===== config.mk =====
export PLATFORM = sky130hd
export DESIGN_NAME = fetch_sequencer
export DESIGN_NICKNAME = d
export VERILOG_FILES = /design/src/rtl/fetch_sequencer.sv
export SDC_FILE = /design/constraint.sdc
export NUM_CORES = 1
export LEC_CHECK = 0
export ABC_AREA = 1
export CAP_MARGIN = 40
export CORE_MARGIN = 2
export CORE_UTILIZATION = 52
export CTS_CLUSTER_DIAMETER = 200
export DETAILED_ROUTE_END_ITERATION = 7
export PLACE_DENSITY = 0.95
export SLEW_MARGIN = 5
export SYNTH_ARGS = -nofsm -noshare
export SYNTH_HDL_FRONTEND = slang
export SYNTH_SLANG_ARGS = --single-unit

===== constraint.sdc =====
create_clock -name CLOCK -period 2.4 [get_ports CLOCK]
set_input_delay 0.24 -clock CLOCK [delete_from_list [all_inputs] [get_ports CLOCK]]
set_output_delay 0.24 -clock CLOCK [all_outputs]
set_load 0.02 [all_outputs]

===== src/rtl/fetch_sequencer.sv =====
// Fetch engine for the Bat Amateur processor: Moore FSM driving PC/MAR/IR strobes and the execute handshake.
// Optional MEM_READ watchdog is built when MEM_TIMEOUT_EN is defined; otherwise MEM_READ waits forever.
module fetch_sequencer #(
  parameter int COUNT_WIDTH    = 16,
  parameter int TIMEOUT_CYCLES = 255,
  parameter int TIMEOUT_WIDTH  = 8
) (
  input  logic                   CLOCK,
  input  logic                   RESET,
  input  logic                   RUN,
  input  logic                   MEM_READY,
  input  logic                   EXEC_DONE,
  input  logic                   JUMP,
  input  logic                   HALT_REQ,
  output logic                   PC_ENABLE,
  output logic                   PC_COUNT,
  output logic                   PC_LOAD,
  output logic                   MAR_LOAD,
  output logic                   MEM_RD,
  output logic                   MEM_ENABLE,
  output logic                   IR_LOAD,
  output logic                   EXEC_START,
  output logic                   HALTED,
  output logic                   FAULT,
  output logic [COUNT_WIDTH-1:0] INSTR_COUNT
);

  typedef enum logic [3:0] {
    S_IDLE, S_PC_OUT, S_MEM_READ, S_IR_FETCH, S_EXEC_START,
    S_EXEC_WAIT, S_JUMP_LOAD, S_HALT, S_FAULT
  } state_t;

  typedef struct packed {
    logic pc_enable, pc_count, pc_load, mar_load, mem_rd;
    logic mem_enable, ir_load, exec_start, halted, fault;
  } strobe_t;

`ifdef MEM_TIMEOUT_EN
  localparam bit FAULT_EN = 1'b1;
`else
  localparam bit FAULT_EN = 1'b0;
`endif

  // One-hot strobe decode per state; PC_ENABLE and MEM_ENABLE live in different states.
  function automatic strobe_t decode(input state_t s);
    strobe_t o;
    o = '0;
    case (s)
      S_PC_OUT:     begin o.pc_enable = 1'b1; o.mar_load = 1'b1; end
      S_MEM_READ:   o.mem_rd = 1'b1;
      S_IR_FETCH:   begin o.mem_enable = 1'b1; o.ir_load = 1'b1; o.pc_count = 1'b1; end
      S_EXEC_START: o.exec_start = 1'b1;
      S_JUMP_LOAD:  o.pc_load = 1'b1;
      S_HALT:       o.halted = 1'b1;
      S_FAULT:      o.fault = FAULT_EN;
      default:      ;
    endcase
    return o;
  endfunction

  state_t  state, nxt;
  strobe_t strb;
  logic    timeout;

`ifdef MEM_TIMEOUT_EN
  logic [TIMEOUT_WIDTH-1:0] wait_cnt;

  // Fires on the wait cycle that would bring the count to TIMEOUT_CYCLES.
  assign timeout = (wait_cnt == TIMEOUT_WIDTH'(TIMEOUT_CYCLES - 1));

  always_ff @(posedge CLOCK or negedge RESET) begin
    if (!RESET)                               wait_cnt <= '0;
    else if (state == S_PC_OUT)               wait_cnt <= '0;
    else if (state == S_MEM_READ && !MEM_READY) wait_cnt <= wait_cnt + 1'b1;
  end
`else
  assign timeout = 1'b0;
`endif

  always_comb begin
    nxt = state;
    case (state)
      S_IDLE:       if (RUN) nxt = S_PC_OUT;
      S_PC_OUT:     nxt = S_MEM_READ;
      S_MEM_READ:   if (MEM_READY)    nxt = S_IR_FETCH;
                    else if (timeout) nxt = S_FAULT;
      S_IR_FETCH:   nxt = S_EXEC_START;
      S_EXEC_START: nxt = S_EXEC_WAIT;
      S_EXEC_WAIT:  if (EXEC_DONE) begin
                      if (HALT_REQ)  nxt = S_HALT;
                      else if (JUMP) nxt = S_JUMP_LOAD;
                      else if (RUN)  nxt = S_PC_OUT;
                      else           nxt = S_IDLE;
                    end
      S_JUMP_LOAD:  nxt = RUN ? S_PC_OUT : S_IDLE;
      S_HALT:       nxt = S_HALT;
      S_FAULT:      nxt = S_FAULT;
      default:      nxt = S_IDLE;
    endcase
  end

  // Strobes are registered alongside the state so they are a pure function of it.
  always_ff @(posedge CLOCK or negedge RESET) begin
    if (!RESET) begin
      state       <= S_IDLE;
      strb        <= '0;
      INSTR_COUNT <= '0;
    end else begin
      state <= nxt;
      strb  <= decode(nxt);
      if (state == S_IR_FETCH) INSTR_COUNT <= INSTR_COUNT + 1'b1;
    end
  end

  assign PC_ENABLE  = strb.pc_enable;
  assign PC_COUNT   = strb.pc_count;
  assign PC_LOAD    = strb.pc_load;
  assign MAR_LOAD   = strb.mar_load;
  assign MEM_RD     = strb.mem_rd;
  assign MEM_ENABLE = strb.mem_enable;
  assign IR_LOAD    = strb.ir_load;
  assign EXEC_START = strb.exec_start;
  assign HALTED     = strb.halted;
  assign FAULT      = strb.fault;

endmodule


==> metrics.txt, run 1 <==
outcome complete, no violations; Nets 219; chip width 55.5 µm; Vias/cell 4.85; Worst-path clk slew 0.14 ns; Critical Path RT 2.16 ns; WL final 2670 µm; Syn Std Cell Area 0.00138 mm²; most frequent cells in the layout nand2_1, clkdlybuf4s50_1, nor2_1; most common cell after layout, fill and taps aside nand2_1; Total GRT Usage 19.9%; Bufs on Longest Clock Path 2; Max IR drop VDD 0.000468 V; worst setup margin between 0.7 and 0.8 ns; crit path DAT 1.45 ns; vias 1164; CTS resizes 0; pwr dens 429 mW/mm²; Final Hold Fails 0; pre-CTS WS slightly below 1 ns; worst hold slack roughly 0.26 ns; GRT overflow 0; DPL Wire Length around 2100 µm; P_leak around 0.87 nW; clk_lat worst skew approximately 0.32 ns; number of remaining DRC errors 0; WP buf/inv 1; Fmax between 500 and 600 MHz; unrepaired setup endpoints after global routing no; Crit path max-delay family buffers and inverters; ys flop type dfrtp_1; YS warnings 0; CP Capture Type output port; CP max-delay cell clkdlybuf4s50_1; crit path time final 1.69 ns; first-pass GRT wire length 4880 µm; Syn Inst Count 178; fillers 193; die area 0.00308 mm²; synthesis-to-layout area growth 27.4%; Port Buffer Count 31; metal3 WL 152 µm; R2R Setup Slk between 0.9 and 1 ns; Syn Nets between 150 and 200; largest fanout on the critical path 5; H-Tree Depth 1; HP Class in -> async; placer congestion estimate 0.837; worst path cell trace clkdlybuf4s50_1; CTS sink cnt 26; ys async rst share 100%; critical path class reg -> out; critical path launch point type flop; vias in the first global route 1185; hold buffers post-CTS 0; largest net degree at the start of global routing 27; core outline area 0.00250 mm²; slowest cell delay on critical path 0.65 ns; row count 18; Num CTS Buffers 3; synth unique cells 21; CTS tree done; fraction of layout cells with a size suffix above 1 7.14%; sum of negative setup slack 0 ns; Initial Util a little under three fifths; chip height 55.5 µm; M1 wire length between 1000 and 1500 µm; Setup Buffers After CTS 0; Routed wire per std cell 11.1 µm; sequential cell area fraction in the yosys report 47.1%; fin. max-slew vios 0; DR top layer met4; utilization after layout 70.4%; Final Skew 0.0120 ns; initial drt markers 46; n_diodes 0; clk root buf clkbuf_4; total of max-cap violations 0; Synth Area per Inst slightly below 8 µm²; crit share post-route 70.3%; antenna violations before repair 0; antenna viol nets, final 0; Setup Viol. Count Final 0; met2 wire length around 1300 µm; number of iterations in the first detailed-routing pass 4; # IOs 33; Post-synth EDFFs 0; #FFs+latches synth 26
metal layers:
| layer | vias to the layer above | track usage [%] |
|---|---|---|
| met4 | 0 | 3.14 |
| met3 | 2 | 5.39 |
| met2 | 34 | 36.6 |
| li1 | 605 | - |
| met5 | - | 0 |
| met1 | 523 | 23.5 |
where the power goes:
part	internal, mW	total [mW]	switching, mW
sequential	0.438	0.438	0
clock	0.169	0.294	0.125
combinational	0.0108	0.0237	0.0129
metrics by stage:
step	cell area [µm²]	std cells	total power, mW
2_1_floorplan	1380	178	0.452
3_3_place_gp	1710	236	0.470
3_5_place_dp	1710	236	0.471
4_1_cts	1760	240	0.759
5_1_grt	1760	240	0.783
6_report	1760	240	0.755
Yosys cell counts, types with 2 or more instances:
| master | count | area share [%] |
|---|---|---|
| nand4_1 | 2 | 0.91 |
| nor3_1 | 2 | 0.72 |
| nand2_1 | 56 | 15 |
| buf_4 | 4 | 2.2 |
| nor2_4 | 3 | 2.4 |
| nand3_1 | 10 | 3.6 |
| o21ai_0 | 4 | 1.4 |
| xor2_1 | 5 | 3.2 |
| xnor2_1 | 5 | 3.2 |
| dfrtp_1 | 26 | 47 |
| nor2_1 | 29 | 7.9 |
| nor2_2 | 2 | 0.91 |
| nand2_2 | 2 | 0.91 |
| inv_1 | 21 | 5.7 |
state kept, by name, indices dropped and copies added (netlist names):
register     cells
HALTED           1
MEM_RD           1
state            4
INSTR_COUNT     16
EXEC_START       1
PC_COUNT         1
MAR_LOAD         1
PC_LOAD          1
path summary, 6_finish.rpt:
check / startpoint / end / cells past startpoint
worst min register to register: INSTR_COUNT[9] / INSTR_COUNT[9] / 1
min in group CLOCK: MEM_READY / PC_COUNT / 3
worst max register to register: INSTR_COUNT[1] / INSTR_COUNT[12] / 8
max in group asynchronous: RESET / INSTR_COUNT[8] / 2
worst min-delay path: RESET / state[3] / 2
worst max-delay path: INSTR_COUNT[1] / INSTR_COUNT[1] / 1
cells by family (layout without fill, tap and decap cells):
kind of cell    after synthesis  in the layout  share of synthesized area [%]
simple gates                109            109                           35.4
flops                        26             26                           47.1
buf+inv                      26             58                           8.15
xor+xnor                     10             10                           6.34
compound gates                5              5                           1.81
fa+ha+maj                     1              1                          0.906
other cells                   1              1                          0.271
area by class of cell:
class,count,area [µm²],share of cell area (%)
sequential,26,651,37.0
multi-input combinational,126,618,35.1
timing repair buffer,32,318,18.1
inverter,22,82.6,4.69
tap,30,37.5,2.13
clock inverter,1,30.0,1.71
clock buffer,3,22.5,1.28
Note: power is estimated with default switching activity, not from simulation.
==> run 2, diff against run 1 <==
Settings changed: CORE_UTILIZATION 52 to 49, PLACE_DENSITY 0.95 to 0.91.
Clock period 2.4 ns to 1.7 ns, I/O delays scaled along.
==> metrics.txt, run 2 (synthesis gave the netlist of run 1 again) <==
critical path launch point type flop; CTS sink cnt 26; Final Skew approximately 0.0056 ns; unrepaired setup endpoints after global routing no; synthesis-to-layout area growth 27.4%; Routed wire per std cell 11.9 µm; row count 19; Fmax 626 MHz; CTS tree done; total of max-cap violations 0; Design Power roughly 1.1 mW; CP Capture Type output port; Bufs on Longest Clock Path 2; vias in the first global route 1126; Final Non-Filler Cells 241; chip height roughly 57 µm; Worst-path clk slew ~0.14 ns; initial drt markers 35; DP Area 0.00171 mm²; M1 wire length 1300 µm; vias 1173; CP max-delay cell clkdlybuf4s50_1; slowest cell delay on critical path approximately 0.64 ns; placer congestion estimate slightly below 0.9; DR top layer met4; Setup Viol. Count Final 0; die area 0.00326 mm²; worst path cell trace clkdlybuf4s50_1; utilization after layout 65.0%; HP Class in -> async; pwr dens 610 mW/mm²; WP buf/inv 1; Nets 219; GRT overflow 0; Critical Path RT 1.53 ns; fin. max-slew vios 0; critical path class reg -> out; worst setup margin 0.103 ns; flip-flop count of the largest register after layout 16; chip width 57.1 µm; Total GRT Usage 19.5%; final standard cell area without fillers 0.00176 mm²; crit share post-route 94.0%; placed insts around 240; Final Hold Fails 0; clk root buf clkbuf_4; # IOs 33; n_diodes 0; core outline area roughly 0.0027 mm²; antenna violations before repair 0; largest reg by FF count INSTR_COUNT; most frequent cells in the layout nand2_1, clkdlybuf4s50_1, nor2_1; largest fanout on the critical path 5; fillers 230; number of iterations in the first detailed-routing pass 4; Setup Buffers After CTS 0; number of remaining DRC errors 0; R2R Setup Slk ~0.30 ns; sum of negative setup slack 0 ns; CTS resizes 0; P_leak 0.875 nW; antenna viol nets, final 0; first-pass GRT wire length 4920 µm; Port Buffer Count 31; biggest regs INSTR_COUNT x16, state x4; met2 wire length 1420 µm; H-Tree Depth 1; Vias/cell 4.87; largest net degree at the start of global routing 27; Max IR drop VDD 0.000546 V; DPL Wire Length 2160 µm; crit path time final 1.60 ns; worst hold slack 0.192 ns; Initial Util 51.0%; outcome complete, no violations; clk_lat worst skew 0.32 ns; Crit path max-delay family buffers and inverters; fraction of layout cells with a size suffix above 1 7.14%; pre-CTS WS 0.337 ns; metal3 WL 119 µm; Num CTS Buffers 3; most common cell after layout, fill and taps aside nand2_1; WL final 2880 µm; crit path DAT 1.43 ns; hold buffers post-CTS 0
## run 2: cell counts in the layout (fill, tap and decap cells not counted)
No cell type changed its count.
## run 2: final timing paths
kind	startpoint	end	depth (start not counted)
hold / removal	RESET	INSTR_COUNT[9]	2
min in group CLOCK	MEM_READY	PC_COUNT	3
setup / recovery	INSTR_COUNT[2]	INSTR_COUNT[2]	1
setup reg to reg	INSTR_COUNT[0]	INSTR_COUNT[12]	8
max in group asynchronous	RESET	state[3]	2
hold reg to reg	INSTR_COUNT[8]	INSTR_COUNT[8]	1
## run 2: report_power, final
part	internal [mW]	switching [mW]	total (mW)	leakage (nW)
Clock	0.238	0.183	0.422	0.0279
Combinational	0.0152	0.0191	0.0343	0.504
Sequential	0.619	0	0.619	0.343
## run 2: layout make-up
| cell class | count | area (µm²) | area share (%) |
|---|---|---|---|
| flip-flops and latches | 26 | 651 | 37.0 |
| multi-input cells | 126 | 618 | 35.1 |
| repair buffers | 32 | 318 | 18.1 |
| inverters | 22 | 82.6 | 4.69 |
| well taps | 31 | 38.8 | 2.20 |
| clock inverters | 1 | 30.0 | 1.71 |
| clock buffers | 3 | 22.5 | 1.28 |
## run 2: metal layers
metal	vias to the layer above	track usage, %
met2	33	34.6
li1	601	-
met5	-	0
met4	0	6.98
met1	535	24.3
met3	4	2.72
